## src/rtl/pipe_ctrl.sv

```systemverilog
// rtl/pipe_ctrl.sv - stall/flush scheduler for the five-stage core
// Codes are combinational from state and inputs; only sequencing state and counters are registered.
module pipe_ctrl #(
    parameter int MEM_TIMEOUT = 255
) (
    input  logic        clk,
    input  logic        rst,
    input  logic        if_busy,
    input  logic        id_load_use,
    input  logic        ex_redirect,
    input  logic        me_mem_req,
    input  logic        mem_ready,
    input  logic        wb_trap,
    output logic [1:0]  stall_pc,
    output logic [1:0]  stall_if_id,
    output logic [1:0]  stall_id_ex,
    output logic [1:0]  stall_ex_me,
    output logic [1:0]  stall_me_wb,
    output logic        trap_commit,
    output logic        mem_timeout,
    output logic [63:0] stall_cycles
);

    localparam logic [1:0] NEXT = 2'b00;
    localparam logic [1:0] KEEP = 2'b01;
    localparam logic [1:0] ZERO = 2'b10;
    localparam logic [15:0] TIMEOUT = 16'(MEM_TIMEOUT);

    typedef enum logic [1:0] {
        RUN      = 2'd0,
        MEM_WAIT = 2'd1,
        DRAIN    = 2'd2
    } state_t;

    state_t      state;
    state_t      state_next;
    logic [15:0] wait_cnt;
    logic        mstall;

    assign mstall = me_mem_req & ~mem_ready;

    always_comb begin
        stall_pc    = NEXT;
        stall_if_id = NEXT;
        stall_id_ex = NEXT;
        stall_ex_me = NEXT;
        stall_me_wb = NEXT;
        trap_commit = 1'b0;
        state_next  = RUN;
        if (rst) begin
            stall_pc    = ZERO;
            stall_if_id = ZERO;
            stall_id_ex = ZERO;
            stall_ex_me = ZERO;
            stall_me_wb = ZERO;
        end else if (state == DRAIN) begin
            // The trapping instruction sits in WB until the outstanding access returns.
            stall_if_id = ZERO;
            stall_id_ex = ZERO;
            stall_ex_me = ZERO;
            if (mem_ready) begin
                stall_me_wb = ZERO;
                trap_commit = 1'b1;
            end else begin
                stall_pc    = KEEP;
                stall_me_wb = KEEP;
                state_next  = DRAIN;
            end
        end else if (wb_trap) begin
            stall_if_id = ZERO;
            stall_id_ex = ZERO;
            stall_ex_me = ZERO;
            if (mstall) begin
                stall_pc    = KEEP;
                stall_me_wb = KEEP;
                state_next  = DRAIN;
            end else begin
                stall_me_wb = ZERO;
                trap_commit = 1'b1;
            end
        end else if (mstall) begin
            stall_pc    = KEEP;
            stall_if_id = KEEP;
            stall_id_ex = KEEP;
            stall_ex_me = KEEP;
            stall_me_wb = ZERO;
            state_next  = MEM_WAIT;
        end else if (ex_redirect) begin
            stall_if_id = ZERO;
            stall_id_ex = ZERO;
        end else if (id_load_use) begin
            stall_pc    = KEEP;
            stall_if_id = KEEP;
            stall_id_ex = ZERO;
        end else if (if_busy) begin
            stall_pc    = KEEP;
            stall_if_id = ZERO;
        end
    end

    always_ff @(posedge clk) begin
        if (rst) begin
            state        <= RUN;
            wait_cnt     <= 16'd0;
            mem_timeout  <= 1'b0;
            stall_cycles <= 64'd0;
        end else begin
            state <= state_next;
            if (state == RUN) begin
                wait_cnt <= 16'd0;
            end else if (!mem_ready && wait_cnt != TIMEOUT) begin
                wait_cnt <= wait_cnt + 16'd1;
                if (wait_cnt + 16'd1 == TIMEOUT) begin
                    mem_timeout <= 1'b1;
                end
            end
            if (stall_pc == KEEP) begin
                stall_cycles <= stall_cycles + 64'd1;
            end
        end
    end

endmodule

```

## config.mk

```make
export PLATFORM = sky130hd
export DESIGN_NAME = pipe_ctrl
export DESIGN_NICKNAME = d
export VERILOG_FILES = /design/src/rtl/pipe_ctrl.sv
export SDC_FILE = /design/constraint.sdc
export NUM_CORES = 1
export LEC_CHECK = 0
export CORE_UTILIZATION = 55
export CTS_BUF_LIST = sky130_fd_sc_hd__clkbuf_8
export DETAILED_ROUTE_END_ITERATION = 7
export PLACE_DENSITY = 0.85
export SLEW_MARGIN = 15
export SYNTH_ARGS = -nofsm -noshare
export SYNTH_HDL_FRONTEND = slang
export SYNTH_SLANG_ARGS = --single-unit
```

## constraint.sdc

```tcl
create_clock -name clk -period 3.25 [get_ports clk]
set_input_delay 0.65 -clock clk [delete_from_list [all_inputs] [get_ports clk]]
set_output_delay 0.65 -clock clk [all_outputs]
set_load 0.02 [all_outputs]
```

==> impl_metrics.env, run 1 <==
export IMPL_synth_avg_cell_area_um2=8.038
export IMPL_crit_fanout=18
export IMPL_grt_max_degree=64
export IMPL_cellPowerDensity_mw_per_mm2=341.7
export IMPL_core_mm2=0.007888
export IMPL_async_flop_share=0
export IMPL_seq_area_frac_synth=0.3626
export IMPL_path_clk_slew_ns=0.08
export IMPL_status="finished, final reports clean"
export IMPL_grt_first_pass_wirelength_um=19840
export IMPL_hp_start="mem_timeout"
export IMPL_period_share=0.9605
export IMPL_drtIter0Drc=282
export IMPL_synth_fp_nets=584
export IMPL_die_h_um=93.27
export IMPL_dp_hpwl_um=8248
export IMPL_syn_instance_count=570
export IMPL_cp_common_cell="clkdlybuf4s50_1"
export IMPL_crit_type="in -> out"
export IMPL_antenna_left=0
export IMPL_syn_area_mm2=0.004582
export IMPL_gp_congestion=0.8248
export IMPL_switching_share=0.2338
export IMPL_cts_root_buf="clkbuf_8"
export IMPL_required_ns=2.60
export IMPL_seq_power_share=0.529
export IMPL_syn2layout_area_growth_pct=23.84
export IMPL_antenna_found_initial=0
export IMPL_clockBufferDepth=2
export IMPL_wl_per_cell_um=16.26
export IMPL_synth_edff_count=0
export IMPL_max_slew_margin=0.3932
export IMPL_drive_gt1_frac=0.06542
export IMPL_crit_family="buffers and inverters"
export IMPL_min_to="mem_timeout"
export IMPL_setup_violations_final=0
export IMPL_drcViolationCount=0
export IMPL_synth_cell_types=45
export IMPL_dieWidth_um=93.27
export IMPL_yosys_warnings=0
export IMPL_hold_viol_final=0
export IMPL_peakVddDrop_uv=203.6
export IMPL_drv_slew=0
export IMPL_path_cells="clkdlybuf4s50_1, buf_4, a21oi_1, nand2_1, inv_1, clkdlybuf4s50_1"
export IMPL_clock_latency_ns=0.36
export IMPL_postCtsHoldBufs=0
export IMPL_std_cell_rows=32
export IMPL_critPathSlowestCell="clkdlybuf4s50_1"
export IMPL_hp_class="reg -> reg"
export IMPL_critPathMaxStageDelay_ns=0.60
export IMPL_grt_overflow=0
export IMPL_die_area_mm2=0.008699
export IMPL_power_internal_w=0.001486
export IMPL_final_util=0.7194
export IMPL_comb_power_share=0.055
export IMPL_rsz0062_at_grt="false"
export IMPL_worstHoldPathCells=2
export IMPL_max_freq_mhz=320.4
export IMPL_tightest_slew_ns=0.9019
export IMPL_p_switching_w=0.0004533
export IMPL_reg2reg_slack_ns=0.50
export IMPL_maxCapViolCount=0
export IMPL_p_clk_frac=0.416
export IMPL_hold_slack_ns=0.4613
export IMPL_drt_first_pass_iters=4
export IMPL_post_cts_buffers=0
export IMPL_r2r_cells=5
export IMPL_synth_ff_type="dfxtp_1"
export IMPL_grtUsageTotal=0.2826
export IMPL_grt_pass1_vias=4291
export IMPL_htree_num_levels=3
export IMPL_fin_nets=651
export IMPL_reg2reg_from="stall_cycles[19]"
export IMPL_num_vias=4760
export IMPL_vias_per_cell=6.398
export IMPL_wl_um=12100
export IMPL_ios=84
export IMPL_cp_num_buf_inv=4
export IMPL_io_buffers=83
export IMPL_setup_tns_ns=0
export IMPL_critPathLaunchType="input pin"
export IMPL_worstPathArrival_ns=2.47
export IMPL_finalCriticalPeriod_ns=3.122
export IMPL_leakage_nw=1.742
export IMPL_end_kind="output port"
export IMPL_cts_tree="yes"
export IMPL_synth_seq_cells=83
export IMPL_numCtsBuffers=9
export IMPL_finalClockSkew_ns=0.007786
export IMPL_antennaDiodeCount=0
export IMPL_r2r_end="stall_cycles[60]"
export IMPL_start_util=0.5809
export IMPL_cts_sinks=83
[how the worst max path moves through the flow]
stage                    from              to  slack, ns  depth (start not counted)
detailed placement  mem_ready  stall_id_ex[0]       0.06                          6
floorplan           mem_ready  stall_id_ex[0]       0.41                          7
CTS                 mem_ready  stall_id_ex[0]       0.05                          6
global placement    mem_ready  stall_id_ex[0]       0.17                          6
global route        mem_ready     stall_pc[0]      0.001                          6
finish              mem_ready     stall_pc[0]       0.13                          6
[timing repair]
| action | CTS | global route |
|---|---|---|
| hold endpoints to repair | 0 | 0 |
| gates resized for setup | 0 | 2 |
| setup endpoints to repair | 0 | 2 |
[metrics by stage]
step / std cells / area [µm²] / power, W / setup WS (ns)
floorplan: 570 / 4582 / 0.001112 / 0.4073
global placement: 728 / 5460 / 0.001153 / 0.1688
detailed placement: 728 / 5460 / 0.001155 / 0.06368
CTS: 744 / 5669 / 0.001948 / 0.04613
global route: 744 / 5674 / 0.001997 / 0.001283
finish: 744 / 5674 / 0.001939 / 0.1284
[cells by family after synthesis]
group / share of synthesized area
compound gates: 0.1734
buf+inv: 0.05325
flops: 0.3626
simple gates: 0.3222
mux: 0.01474
fa+ha+maj: 0.01638
xor+xnor: 0.05735
[synthesized netlist by cell type, types with 4 or more instances]
master    instances  area [µm²]
or3_1            12       75.07
nand3_1          31       155.2
or4_1            38       285.3
mux2_2            6       67.56
or2_2             4       25.02
o31ai_1          32       240.2
and4_1            5       43.79
nor4_1            9       56.30
nor2_1           47       176.4
nor3_1           12       60.06
and3_1            8       50.05
o21ai_0          14       70.07
o41ai_1           5       43.79
xor2_1           12       105.1
xnor2_1          18       157.7
and2_1            7       43.79
nor2b_1           5       31.28
dfxtp_1          83        1662
nand2_1          31       116.4
a21oi_1          52       260.3
ha_1              6       75.07
inv_1            21       78.83
a211oi_1          8       60.06
nand4_1          40       250.2
clkbuf_1         32       120.1
[layout by cell type, fill, tap and decap left out, drive strengths merged, types with 6 or more instances in the layout]
cell type      instances
ha                     6
o31ai                 32
nand4                 42
or4                   38
clkbuf                 9
dfxtp                 83
and2                   7
xnor2                 18
xor2                  12
buf                   13
nand2                 31
and3                   8
mux2                   6
o21ai                 14
nor2                  47
nor3                  12
or3                   13
a211oi                 8
inv                   23
nand3                 31
nor4                   9
clkdlybuf4s50         80
a21oi                 52
[power by group through the flow]
stage          Combinational, W  Sequential [W]  Clock, W
2_1_floorplan         0.0000603         0.00105         0
3_3_place_gp           0.000104         0.00105         0
3_5_place_dp           0.000106         0.00105         0
4_1_cts                0.000107         0.00103  0.000816
5_1_grt                0.000116         0.00103  0.000854
6_report               0.000107         0.00103  0.000807
[tightest hold or removal path, cell delays in order (launching register included)]
cell and delay [ns]:
dfxtp_1 0.32, inv_1 0.05, o32ai_1 0.05
[state kept, by name, indices dropped and copies added, names as in the netlist]
register / count
wait_cnt: 16
mem_timeout: 1
state: 2
stall_cycles: 64
[per-layer routing]
layer	part of all wire	track usage	wire, µm	up-vias
met3	0.055	0.04634	665	31
met4	0.021	0.1192	250	0
met2	0.48	0.4718	5864	159
met5	0	0	0	-
met1	0.44	0.3601	5314	2294
li1	-	-	-	2276
[area by class of cell]
cell class,count,area (µm²)
clock buffers,9,123.9
clock inverters,7,85.08
fillers,622,2213
inverters,21,78.83
multi-input cells,427,2676
flip-flops and latches,83,1662
well taps,102,127.6
repair buffers,95,920.9
Power figures use the tool's default switching activity.
==> run 2: changes to the inputs <==
--- a/config.mk
+++ b/config.mk
@@ -5,7 +5,9 @@
 export SDC_FILE = /design/constraint.sdc
 export NUM_CORES = 1
 export LEC_CHECK = 0
-export CORE_UTILIZATION = 55
+export ABC_AREA = 1
+export CAP_MARGIN = 20
+export CORE_UTILIZATION = 56
 export CTS_BUF_LIST = sky130_fd_sc_hd__clkbuf_8
 export DETAILED_ROUTE_END_ITERATION = 7
 export PLACE_DENSITY = 0.85
==> run 2 against run 1 <==
Net effect:
- hold slack better by 0.012 ns
- routed wire length is 13% higher
- die area increased by 7.3%
- non-clock buffer count fell by 8
- sequential share of layout area shrank 2.3 points
==> impl_metrics.env, run 2 <==
export IMPL_clockBufferDepth=2
export IMPL_peakVddDrop_uv=206.1
export IMPL_wl_per_cell_um=14.10
export IMPL_regArea_mm2=0.001662
export IMPL_multi_input_area_mm2=0.002907
export IMPL_period_share=0.9649
export IMPL_synth_fp_nets=786
export IMPL_final_cell_mix="nand2_1 (186), nor2_1 (136), inv_1 (87), dfxtp_1 (83), clkdlybuf4s50_1 (82)"
export IMPL_synth_seq_cells=83
export IMPL_finalClockSkew_ns=0.009194
export IMPL_io_buffers=83
export IMPL_instances_no_fill=968
export IMPL_htree_num_levels=3
export IMPL_status="finished, final reports clean"
export IMPL_synth_top_cell_by_area="dfxtp_1"
export IMPL_synthTopCellsByCount="nand2_1 (186), nor2_1 (136), inv_1 (87), dfxtp_1 (83), nand3_1 (55)"
export IMPL_drt_first_pass_iters=5
export IMPL_path_cells="clkdlybuf4s50_1, inv_1, nand2_1, ha_1, o21ai_0, clkdlybuf4s50_1"
export IMPL_antenna_left=0
export IMPL_dp_hpwl_um=10470
export IMPL_finalCriticalPeriod_ns=3.136
export IMPL_final_util=0.7091
export IMPL_yosysTopAreaCellShare=0.3313
export IMPL_numCtsBuffers=9
export IMPL_drcViolationCount=0
export IMPL_drtIter0Drc=277
export IMPL_die_h_um=96.63
export IMPL_tightest_slew_ns=0.5220
export IMPL_maxCapViolCount=0
export IMPL_critPathSlowestCell="clkdlybuf4s50_1"
export IMPL_antennaDiodeCount=0
export IMPL_syn_area_mm2=0.005015
export IMPL_grt_max_degree=34
export IMPL_fillers=757
export IMPL_syn_instance_count=772
export IMPL_fin_nets=869
export IMPL_seq_area_frac_synth=0.3313
export IMPL_clock_latency_ns=0.36
export IMPL_regMostFlops="stall_cycles"
export IMPL_async_flop_share=0
export IMPL_cts_sinks=83
export IMPL_synth_cell_types=36
export IMPL_grt_pass1_vias=5026
export IMPL_setup_violations_final=0
export IMPL_std_cell_rows=34
export IMPL_drive_gt1_frac=0.08721
export IMPL_ios=84
export IMPL_dieWidth_um=96.63
export IMPL_synth_ff_type="dfxtp_1"
export IMPL_dpl_cell_count=952
export IMPL_gp_congestion=0.9806
export IMPL_cellPowerDensity_mw_per_mm2=331.5
export IMPL_path_clk_slew_ns=0.09
export IMPL_antenna_found_initial=0
export IMPL_post_cts_buffers=0
export IMPL_vias_per_cell=5.476
export IMPL_die_area_mm2=0.009337
export IMPL_largest_reg_flops=64
export IMPL_finalWorstSetupSlack_ns=0.1142
export IMPL_required_ns=2.60
export IMPL_critPathMaxStageDelay_ns=0.64
export IMPL_synthTopCellsByArea="dfxtp_1 (33%), nand2_1 (14%), nor2_1 (10%)"
export IMPL_hold_viol_final=0
export IMPL_cts_resized=0
export IMPL_start_util=0.5779
export IMPL_critPathLaunchType="input pin"
export IMPL_synth_avg_cell_area_um2=6.496
export IMPL_power_w=0.002040
export IMPL_wl_um=13650
export IMPL_synth_edff_count=0
export IMPL_max_slew_margin=0.6497
export IMPL_grt_first_pass_wirelength_um=22830
export IMPL_core_mm2=0.008678
export IMPL_worstPathArrival_ns=2.49
export IMPL_end_kind="output port"
export IMPL_hp_class="reg -> reg"
export IMPL_crit_type="in -> out"
export IMPL_syn2layout_area_growth_pct=22.70
export IMPL_num_vias=5301
export IMPL_crit_fanout=5
export IMPL_dp_slack_ns=0.09956
export IMPL_postCtsHoldBufs=0
export IMPL_grt_overflow=0
export IMPL_drv_slew=0
export IMPL_max_freq_mhz=318.9
export IMPL_largestRegisters="stall_cycles (64), wait_cnt (16), state (2)"
export IMPL_reg2reg_slack_ns=1.05
export IMPL_setup_tns_ns=0
export IMPL_yosysMostFrequentCell="nand2_1"
export IMPL_cp_common_cell="clkdlybuf4s50_1"
export IMPL_final_common_cell="nand2_1"
export IMPL_grtUsageTotal=0.2949
export IMPL_leakage_nw=2.222
export IMPL_cts_root_buf="clkbuf_8"
export IMPL_yosys_warnings=0
export IMPL_rsz0062_at_grt="false"
export IMPL_cts_tree="yes"
run 2: report_power, final:
group          switching, W  leakage, nW  internal [W]  total [W]
logic             0.0000857         1.44     0.0000446   0.000130
clock network      0.000401        0.116      0.000478   0.000879
registers        0.00000811        0.669       0.00102    0.00103
total              0.000495         2.22       0.00154    0.00204
run 2: cell type report:
type                            instances  share of cell area
Timing Repair Buffer                   87              0.1391
Sequential cell                        83              0.2700
Multi-Input combinational cell        579              0.4723
Tap cell                              108             0.02196
Clock inverter                          5             0.01383
Inverter                               95             0.05815
Clock buffer                           11             0.02460
run 2: path summary, 6_finish.rpt:
path                          to  cells past startpoint   startpoint
setup / recovery  stall_me_wb[1]                      6    mem_ready
hold / removal       mem_timeout                      2  mem_timeout
setup reg to reg     wait_cnt[1]                     10  wait_cnt[0]
hold reg to reg      mem_timeout                      2  mem_timeout
run 2: through the flow:
step | hold slack, ns | cell area (µm²)
finish | 0.4732 | 6153
detailed placement | 0.4511 | 5917
floorplan | 0.4667 | 5015
global placement | 0.4404 | 5917
global route | 0.5044 | 6153
CTS | 0.4686 | 6153
run 2: per-layer routing:
metal | GRT usage | share of wire | up-vias
li1 | - | - | 2619
met4 | 0.1251 | 0.027 | 0
met5 | 0 | 0 | -
met2 | 0.5033 | 0.48 | 208
met1 | 0.3638 | 0.43 | 2439
met3 | 0.05347 | 0.066 | 35
run 2: critical path: cells and delay by family:
kind                       cells  cell delay [ns]
and+or+nand+nor                1             0.14
adders and majority gates      1             0.32
buffers and inverters          3             1.17
AOI/OAI and AO/OA              1             0.20
run 2: logic make-up after synthesis:
kind of cell,count (synthesis),synth area share
DFF,83,0.3313
and+or+nand+nor,482,0.4459
adders and majority gates,6,0.01497
AOI/OAI and AO/OA,60,0.06462
xor gates and xnor gates,31,0.05414
buffers and inverters,110,0.08907
